==> src/rtl/rom_arbiter.sv <==
`default_nettype none
// ============================================================================
// Module   : rom_arbiter
// Purpose  : DEPTH x DW register table shared by two read requesters (A, B).
//            After reset an init sequencer fills entry i with (2*i) mod 2**DW
//            over DEPTH cycles (busy high), then the table serves single-cycle
//            reads with round-robin arbitration. A config port may overwrite
//            entries while running; a config write takes the table for that
//            cycle and no read is accepted.
// Ports    : clk, rst                  clock, synchronous active-high reset
//            cfg_we_i/addr_i/data_i    table write port (ignored while busy)
//            a_req_i/a_addr_i          requester A read request + address
//            b_req_i/b_addr_i          requester B read request + address
//            a_ack_o/b_ack_o           combinational accept
//            a_valid_o/b_valid_o       registered one-cycle data-valid pulse
//            a_data_o/b_data_o         registered read data (held when idle)
//            busy_o                    table initialisation in progress
// Revision : 1.0 - initial release
// ============================================================================
module rom_arbiter #(
  parameter int DEPTH = 8,
  parameter int AW    = 3,   // DEPTH must equal 2**AW
  parameter int DW    = 4
) (
  input  logic          clk,
  input  logic          rst,
  input  logic          cfg_we_i,
  input  logic [AW-1:0] cfg_addr_i,
  input  logic [DW-1:0] cfg_data_i,
  input  logic          a_req_i,
  input  logic [AW-1:0] a_addr_i,
  input  logic          b_req_i,
  input  logic [AW-1:0] b_addr_i,
  output logic          a_ack_o,
  output logic          b_ack_o,
  output logic          a_valid_o,
  output logic          b_valid_o,
  output logic [DW-1:0] a_data_o,
  output logic [DW-1:0] b_data_o,
  output logic          busy_o
);

  typedef enum logic [0:0] {
    ST_INIT = 1'b0,
    ST_RUN  = 1'b1
  } state_t;

  localparam logic          GNT_A    = 1'b0;
  localparam logic          GNT_B    = 1'b1;
  localparam logic [AW-1:0] LAST_IDX = AW'(DEPTH - 1);

  state_t        state_q, state_d;
  logic [AW-1:0] cnt_q, cnt_d;
  logic          last_grant_q, last_grant_d;
  logic          a_valid_q, b_valid_q;
  logic [DW-1:0] a_data_q, a_data_d;
  logic [DW-1:0] b_data_q, b_data_d;
  logic [DW-1:0] tbl_q [DEPTH];

  logic          tbl_we;
  logic [AW-1:0] tbl_waddr;
  logic [DW-1:0] tbl_wdata;
  logic          a_grant, b_grant;

  // --------------------------------------------------------------------------
  // Next-state, arbitration and table-write selection
  // --------------------------------------------------------------------------
  always_comb begin
    state_d      = state_q;
    cnt_d        = cnt_q;
    last_grant_d = last_grant_q;
    a_grant      = 1'b0;
    b_grant      = 1'b0;
    tbl_we       = 1'b0;
    tbl_waddr    = cnt_q;
    tbl_wdata    = DW'({cnt_q, 1'b0});

    case (state_q)
      ST_INIT: begin
        // Sequencer owns the table; config writes are dropped, reads wait.
        tbl_we = 1'b1;
        cnt_d  = cnt_q + 1'b1;
        if (cnt_q == LAST_IDX) begin
          state_d = ST_RUN;
        end
      end
      ST_RUN: begin
        if (cfg_we_i) begin
          // A config write steals the cycle so a read never races the write.
          tbl_we    = 1'b1;
          tbl_waddr = cfg_addr_i;
          tbl_wdata = cfg_data_i;
        end else if (a_req_i && b_req_i) begin
          // Contention: grant whoever was not served last.
          if (last_grant_q == GNT_B) begin
            a_grant = 1'b1;
          end else begin
            b_grant = 1'b1;
          end
        end else begin
          a_grant = a_req_i;
          b_grant = b_req_i;
        end
      end
      default: begin
        state_d = ST_INIT;
      end
    endcase

    // Nothing is accepted or written while reset is asserted.
    if (rst) begin
      a_grant = 1'b0;
      b_grant = 1'b0;
      tbl_we  = 1'b0;
    end

    if (a_grant) begin
      last_grant_d = GNT_A;
    end else if (b_grant) begin
      last_grant_d = GNT_B;
    end

    // Read data is captured only on a grant so outputs hold otherwise.
    a_data_d = a_grant ? tbl_q[a_addr_i] : a_data_q;
    b_data_d = b_grant ? tbl_q[b_addr_i] : b_data_q;
  end

  // --------------------------------------------------------------------------
  // Control state
  // --------------------------------------------------------------------------
  always_ff @(posedge clk) begin
    if (rst) begin
      state_q      <= ST_INIT;
      cnt_q        <= '0;
      last_grant_q <= GNT_B;
      a_valid_q    <= 1'b0;
      b_valid_q    <= 1'b0;
      a_data_q     <= '0;
      b_data_q     <= '0;
    end else begin
      state_q      <= state_d;
      cnt_q        <= cnt_d;
      last_grant_q <= last_grant_d;
      a_valid_q    <= a_grant;
      b_valid_q    <= b_grant;
      a_data_q     <= a_data_d;
      b_data_q     <= b_data_d;
    end
  end

  // Table storage needs no reset: INIT rewrites every entry afterwards.
  always_ff @(posedge clk) begin
    if (tbl_we) begin
      tbl_q[tbl_waddr] <= tbl_wdata;
    end
  end

  assign a_ack_o   = a_grant;
  assign b_ack_o   = b_grant;
  assign a_valid_o = a_valid_q;
  assign b_valid_o = b_valid_q;
  assign a_data_o  = a_data_q;
  assign b_data_o  = b_data_q;
  // Reset is folded in so busy reads high during the reset cycle itself.
  assign busy_o    = (state_q == ST_INIT) || rst;

endmodule
`default_nettype wire

==> config.mk <==
export PLATFORM = sky130hd
export DESIGN_NAME = rom_arbiter
export DESIGN_NICKNAME = d
export VERILOG_FILES = /design/src/rtl/rom_arbiter.sv
export SDC_FILE = /design/constraint.sdc
export NUM_CORES = 1
export LEC_CHECK = 0
export CAP_MARGIN = 20
export CORE_MARGIN = 2
export CORE_UTILIZATION = 49
export DETAILED_ROUTE_END_ITERATION = 10
export PLACE_DENSITY = 0.75
export SLEW_MARGIN = 40
export SYNTH_ARGS = -nofsm -noshare
export SYNTH_HDL_FRONTEND = slang
export SYNTH_SLANG_ARGS = --single-unit
==> constraint.sdc <==
create_clock -name clk -period 1.4 [get_ports clk]
set_input_delay 0.35 -clock clk [delete_from_list [all_inputs] [get_ports clk]]
set_output_delay 0.35 -clock clk [all_outputs]
set_load 0.01 [all_outputs]
# == Yosys cells after proc, flatten, opt, wreduce, memory -nomap -nowiden ==
# Memories as Yosys holds them, arrays and structs flattened. A register that Yosys moved wholly into a read port is not among the register bits.
# Cells that the tools add are included.
# word_totals
register_bits,7
latchBits,0
ramBits,32
mem_bits_ro,0
input_bits,18
out_inout_bits,13
elab_cells,35
mem_count,1
# mem_list
name,depth,word_bits,read_ports,rd_clocked_by_memory_dff,wr,line,text
tbl_q,8,4,2,2,1,58,logic [DW-1:0] tbl_q [DEPTH];
# op_classes
addsub,1
multipliers,0
div,0
magnitude_cmp,0
n_eq_ne,1
n_shift,0
n_mux,23
bitwise_logic,1
reduce_logical,3
# op_table
op,n
2-to-1 mux 1 bit,18
2-to-1 mux 4 bit,2
2-to-1 mux 3 bit,2
adder 3 x 1 -> 3 bit (second input constant),1
== test 3 bit (second input constant),1
one-hot mux 1 bit (2 select lines),1
nonzero test 2 bit,1
logical AND 1 bit,1
logical OR 1 bit,1
inverter 1 bit,1

# == Longest topological paths before layout ==
# logic_depth
ltp_word,7
ltp_mapped,4
mapped_depth_nobuf,4

# == Worst setup path after synthesis ==
# Ideal clock, no wire load.
# synth_timing
kind,register to register
startpoint,register state_q
endpoint,"memory tbl_q[0][0], enable pin"
setup_time_ps,329
arrival_time_ps,1086
required_time_ps,1071
setup_slack_ps,-16
stages_incl_launch_ff,5
period_less_slack_ps,1416
path_cell_list,dfxtp_1 buf_2 nand3b_1 a21o_1 nor2_1
# synth_via
elab_chain_len,5
elab_cells_between_ends,6
cone_classes,5 x mux; 1 x bitwise
# synth_lines
item,line,text
start: declaration,52,"state_t state_q, state_d;"
start signal: assignment,141,state_q <= state_d;
inverter 1 bit,n/a,
one-hot mux 1 bit (2 select lines),78,case (state_q)
2-to-1 mux 1 bit,111,if (rst) begin
2-to-1 mux 1 bit,153,if (tbl_we) begin
2-to-1 mux 1 bit (not written as such),154,tbl_q[tbl_waddr] <= tbl_wdata;
end: declaration,58,
# Parallel ways exist; a longest one is shown, timed or not.

# == Final worst setup path ==
# layout_timing
startpoint,register state_q
endpoint,"memory tbl_q[0][1], enable pin"
# The elaborated chain is that of the path after synthesis.

==> flow_summary.ini <==
[layout]
multi_input_area_mm2 = 0.00111
nNetsFinal = 219
layout-drive-gt1-share_pct = 42.5
fillers = 280
area_growth_pct = 36.8
fin_cells = 252
insertedDiodeCount = 0
regArea_mm2 = 0.00126

[die]
die_width_um = 71.8
start_util_pct = 51.3
die-area_mm2 = 0.00515
io_pins = 31
rows = 24
die_y_um = 71.8
core_region_area_mm2 = 0.00438

[sta]
fin_crit_sh_pct = 114
skew_ns = 0.0103
fmax_ghz = 0.627
slew_viol_final = 0
fin_crit_ns = 1.60
tns_ns = -6.18
worst_pin_slew_ns = 0.339
setup_viol = 60
rsz0062_at_grt = yes
fin_ws_ns = -0.196
hold_violations = 0
slew-limit-headroom_pct = 77.3

[clock_network]
clock-sinks = 47
cts_root_buf = clkbuf_8
cts_tree = yes
cts_hold_buf = 0
cts_buffer_depth = 2
cts_htree_levels = 2
clk_pin_slew_worst_paths_ns = 0.09
clk_latency_ns = 0.31
numCtsBuffers = 5

[worst_setup_path]
cp_slowest_cell = dfxtp_2
path_delay_family = buffers and inverters
critical_path_arrival_ns = 1.63
critPathRequiredTime_ns = 1.43
crit_path_end_kind = register
slowest_delay_ns = 0.34
cp_max_fo = 6
rr_worst_depth = 7
crit_path_cell_trace = buf_4 > buf_6 > buf_8 > nand3b_1 > a21o_4 > nor2_4 > buf_6
crit_type = reg2reg
crit_path_start_kind = register
cpMostUsedCell = buf_6
ff2ff_setup_slack_ns = -0.20
worst-path-buf-inv = 4
r2r-start = state_q
r2r_end = tbl_q[0][1]

[route]
routed_via_density = 6.22
wirelength_um = 5880
drc_errors = 0
drt-initial-drc-count = 78
vias = 1568
post_drt_wl_per_cell_um = 23.3
ant_nets = 0
dr.pass1.iters = 4

[pwr]
pwr-share-clk_pct = 37.9
sequentialPowerShare_pct = 49.4
p_sw_share_pct = 22.7
combPwrFrac_pct = 12.7
power.density_mw_per_mm2 = 1030
internal-power_uw = 2440
leakagePower_uw = 0.00116
ir_worst_vdd_uv = 628
p_switching_uw = 717

[worst_hold_path]
min_from = rst
min_to = b_valid_o
hold_path_depth = 2
min_path_type = in2reg

[logic_synthesis]
syn_nets = 171
synthFlopType = edfxtp_1
synth_edf_count = 32
async_flop_share_pct = 0
synth.distinct_cells = 30
synth_area_per_cell_um2 = 14.9
netlist_area_mm2 = 0.00225
syn-instance-count = 151
yosys_register_bits = 47
synth_warnings = 0
ys_seq_area_share_pct = 56.0

[grt]
track_usage_pct = 22.8
grt_max_degree = 16
grt_pass1_wl_um = 8500
antenna_found_initial = 0
grt_overflow = 0
grt_pass1_vias = 1581

[run_status]
violations = negative setup slack
status = complete, but fails checks

[flow_run]
max-cap-violations = 0

[placed_design]
place_hpwl_um = 3710
routabilityCongestion = 0.875
portBuffers = 30
dp_slack_ns = -0.825
dp.cells = 243
## Yosys cell counts, drive strengths merged, types with 2 or more instances
library cell,number,area [um2]
edfxtp,32,961
mux4,16,360
dfxtp,15,300
nor2,13,48.8
mux2i,10,100
a21oi,9,45.0
a211oi,8,100
buf,7,45.0
a31oi,4,25.0
clkbuf,4,17.5
nor2b,4,25.0
inv,3,11.3
mux2,3,33.8
nand2,3,11.3
nand2b,3,18.8
a21o,2,15.0
and2,2,17.5
and3b,2,17.5
and4b,2,20.0
ha,2,25.0
## layout by cell type (no fill, tap or decap), types with 2 or more instances in the layout
cell,synthesis,layout
dfxtp_1,15,14
clkdlybuf4s15_1,0,2
ha_1,2,2
buf_12,0,2
clkbuf_8,0,5
nor2_4,0,8
nand2b_1,3,2
a21oi_1,9,9
mux2i_1,10,7
a21o_4,0,2
and3b_1,2,2
inv_1,3,3
buf_2,3,3
nor2_1,13,5
a211oi_2,8,8
clkdlybuf4s50_1,0,7
mux2i_2,0,3
nand2_1,3,2
bufinv_16,0,2
a31oi_4,0,3
edfxtp_1,32,32
dlygate4sd2_1,0,17
buf_4,0,14
buf_6,2,4
mux4_2,16,16
mux2_4,0,3
and2_4,2,2
nor2b_1,4,4
## power groups by stage
stage                     Combinational [uW]  Sequential (uW)  Clock [uW]
after floorplan                          190             1570           0
after global placement                   307             1580           0
after detailed placement                 320             1580           0
after CTS                                370             1560        1180
after global routing                     422             1560        1240
final                                    400             1560        1200
## layout make-up
class                      instances  share of cell area, %
clock buffer                       5                   2.23
clock inverter                     3                   2.19
inverter                           3                  0.366
multi-input combinational         90                   36.0
sequential                        47                   41.0
tap                               52                   2.11
timing repair buffer              52                   16.1
## worst max path at each step
| stage | cells past startpoint | slack [ns] | start | end |
|---|---|---|---|---|
| after floorplan | 4 | -0.02 | state_q | tbl_q[0][0] |
| after global placement | 5 | -0.81 | cfg_we_i | a_ack_o |
| after detailed placement | 5 | -0.82 | cfg_we_i | b_ack_o |
| after CTS | 4 | -0.19 | state_q | a_ack_o |
| after global routing | 7 | -0.26 | state_q | tbl_q[0][2] |
| final | 7 | -0.20 | state_q | tbl_q[0][1] |
## registers in the layout (all words and copies together) (netlist names)
register,cells
last_grant_q,1
a_valid_o,1
b_data_o,4
a_data_o,4
b_valid_o,1
state_q,1
tbl_q,32
cnt_q,3
## per-layer routing
layer  global-route usage (%)  share of wire [%]  vias to the layer above
met5                        0                  0                        -
met4                     10.5                2.4                        0
met3                     4.78                5.8                       15
met2                     39.6                 53                       72
met1                     27.3                 39                      795
li1                         -                  -                      686
## per-stage QoR
stage | hold WS (ns) | power (uW) | utilization (%) | cell area, um2
floorplan | 0.479 | 1760 | - | 2250
global placement | 0.500 | 1890 | 62.4 | 2740
detailed placement | 0.524 | 1900 | 62.4 | 2740
CTS | 0.455 | 3110 | 68.9 | 3020
global route | 0.483 | 3230 | 70.2 | 3080
finish | 0.485 | 3160 | 70.2 | 3080
## cell families after synthesis
family	share of synthesized area (%)
AND/OR/NAND/NOR	9.01
AO/OA/AOI/OAI	8.62
adder cells (fa/ha/maj)	1.11
buffers and inverters	3.28
flip-flops	56.0
multiplexers	22.0
## repair_timing
item	in CTS	in global routing
pin swaps	14	10
resized for setup	72	11
endpoints found under the setup margin	77	62
buffers inserted	1	3
cloned	0	1
(Power assumes the default switching activity.)
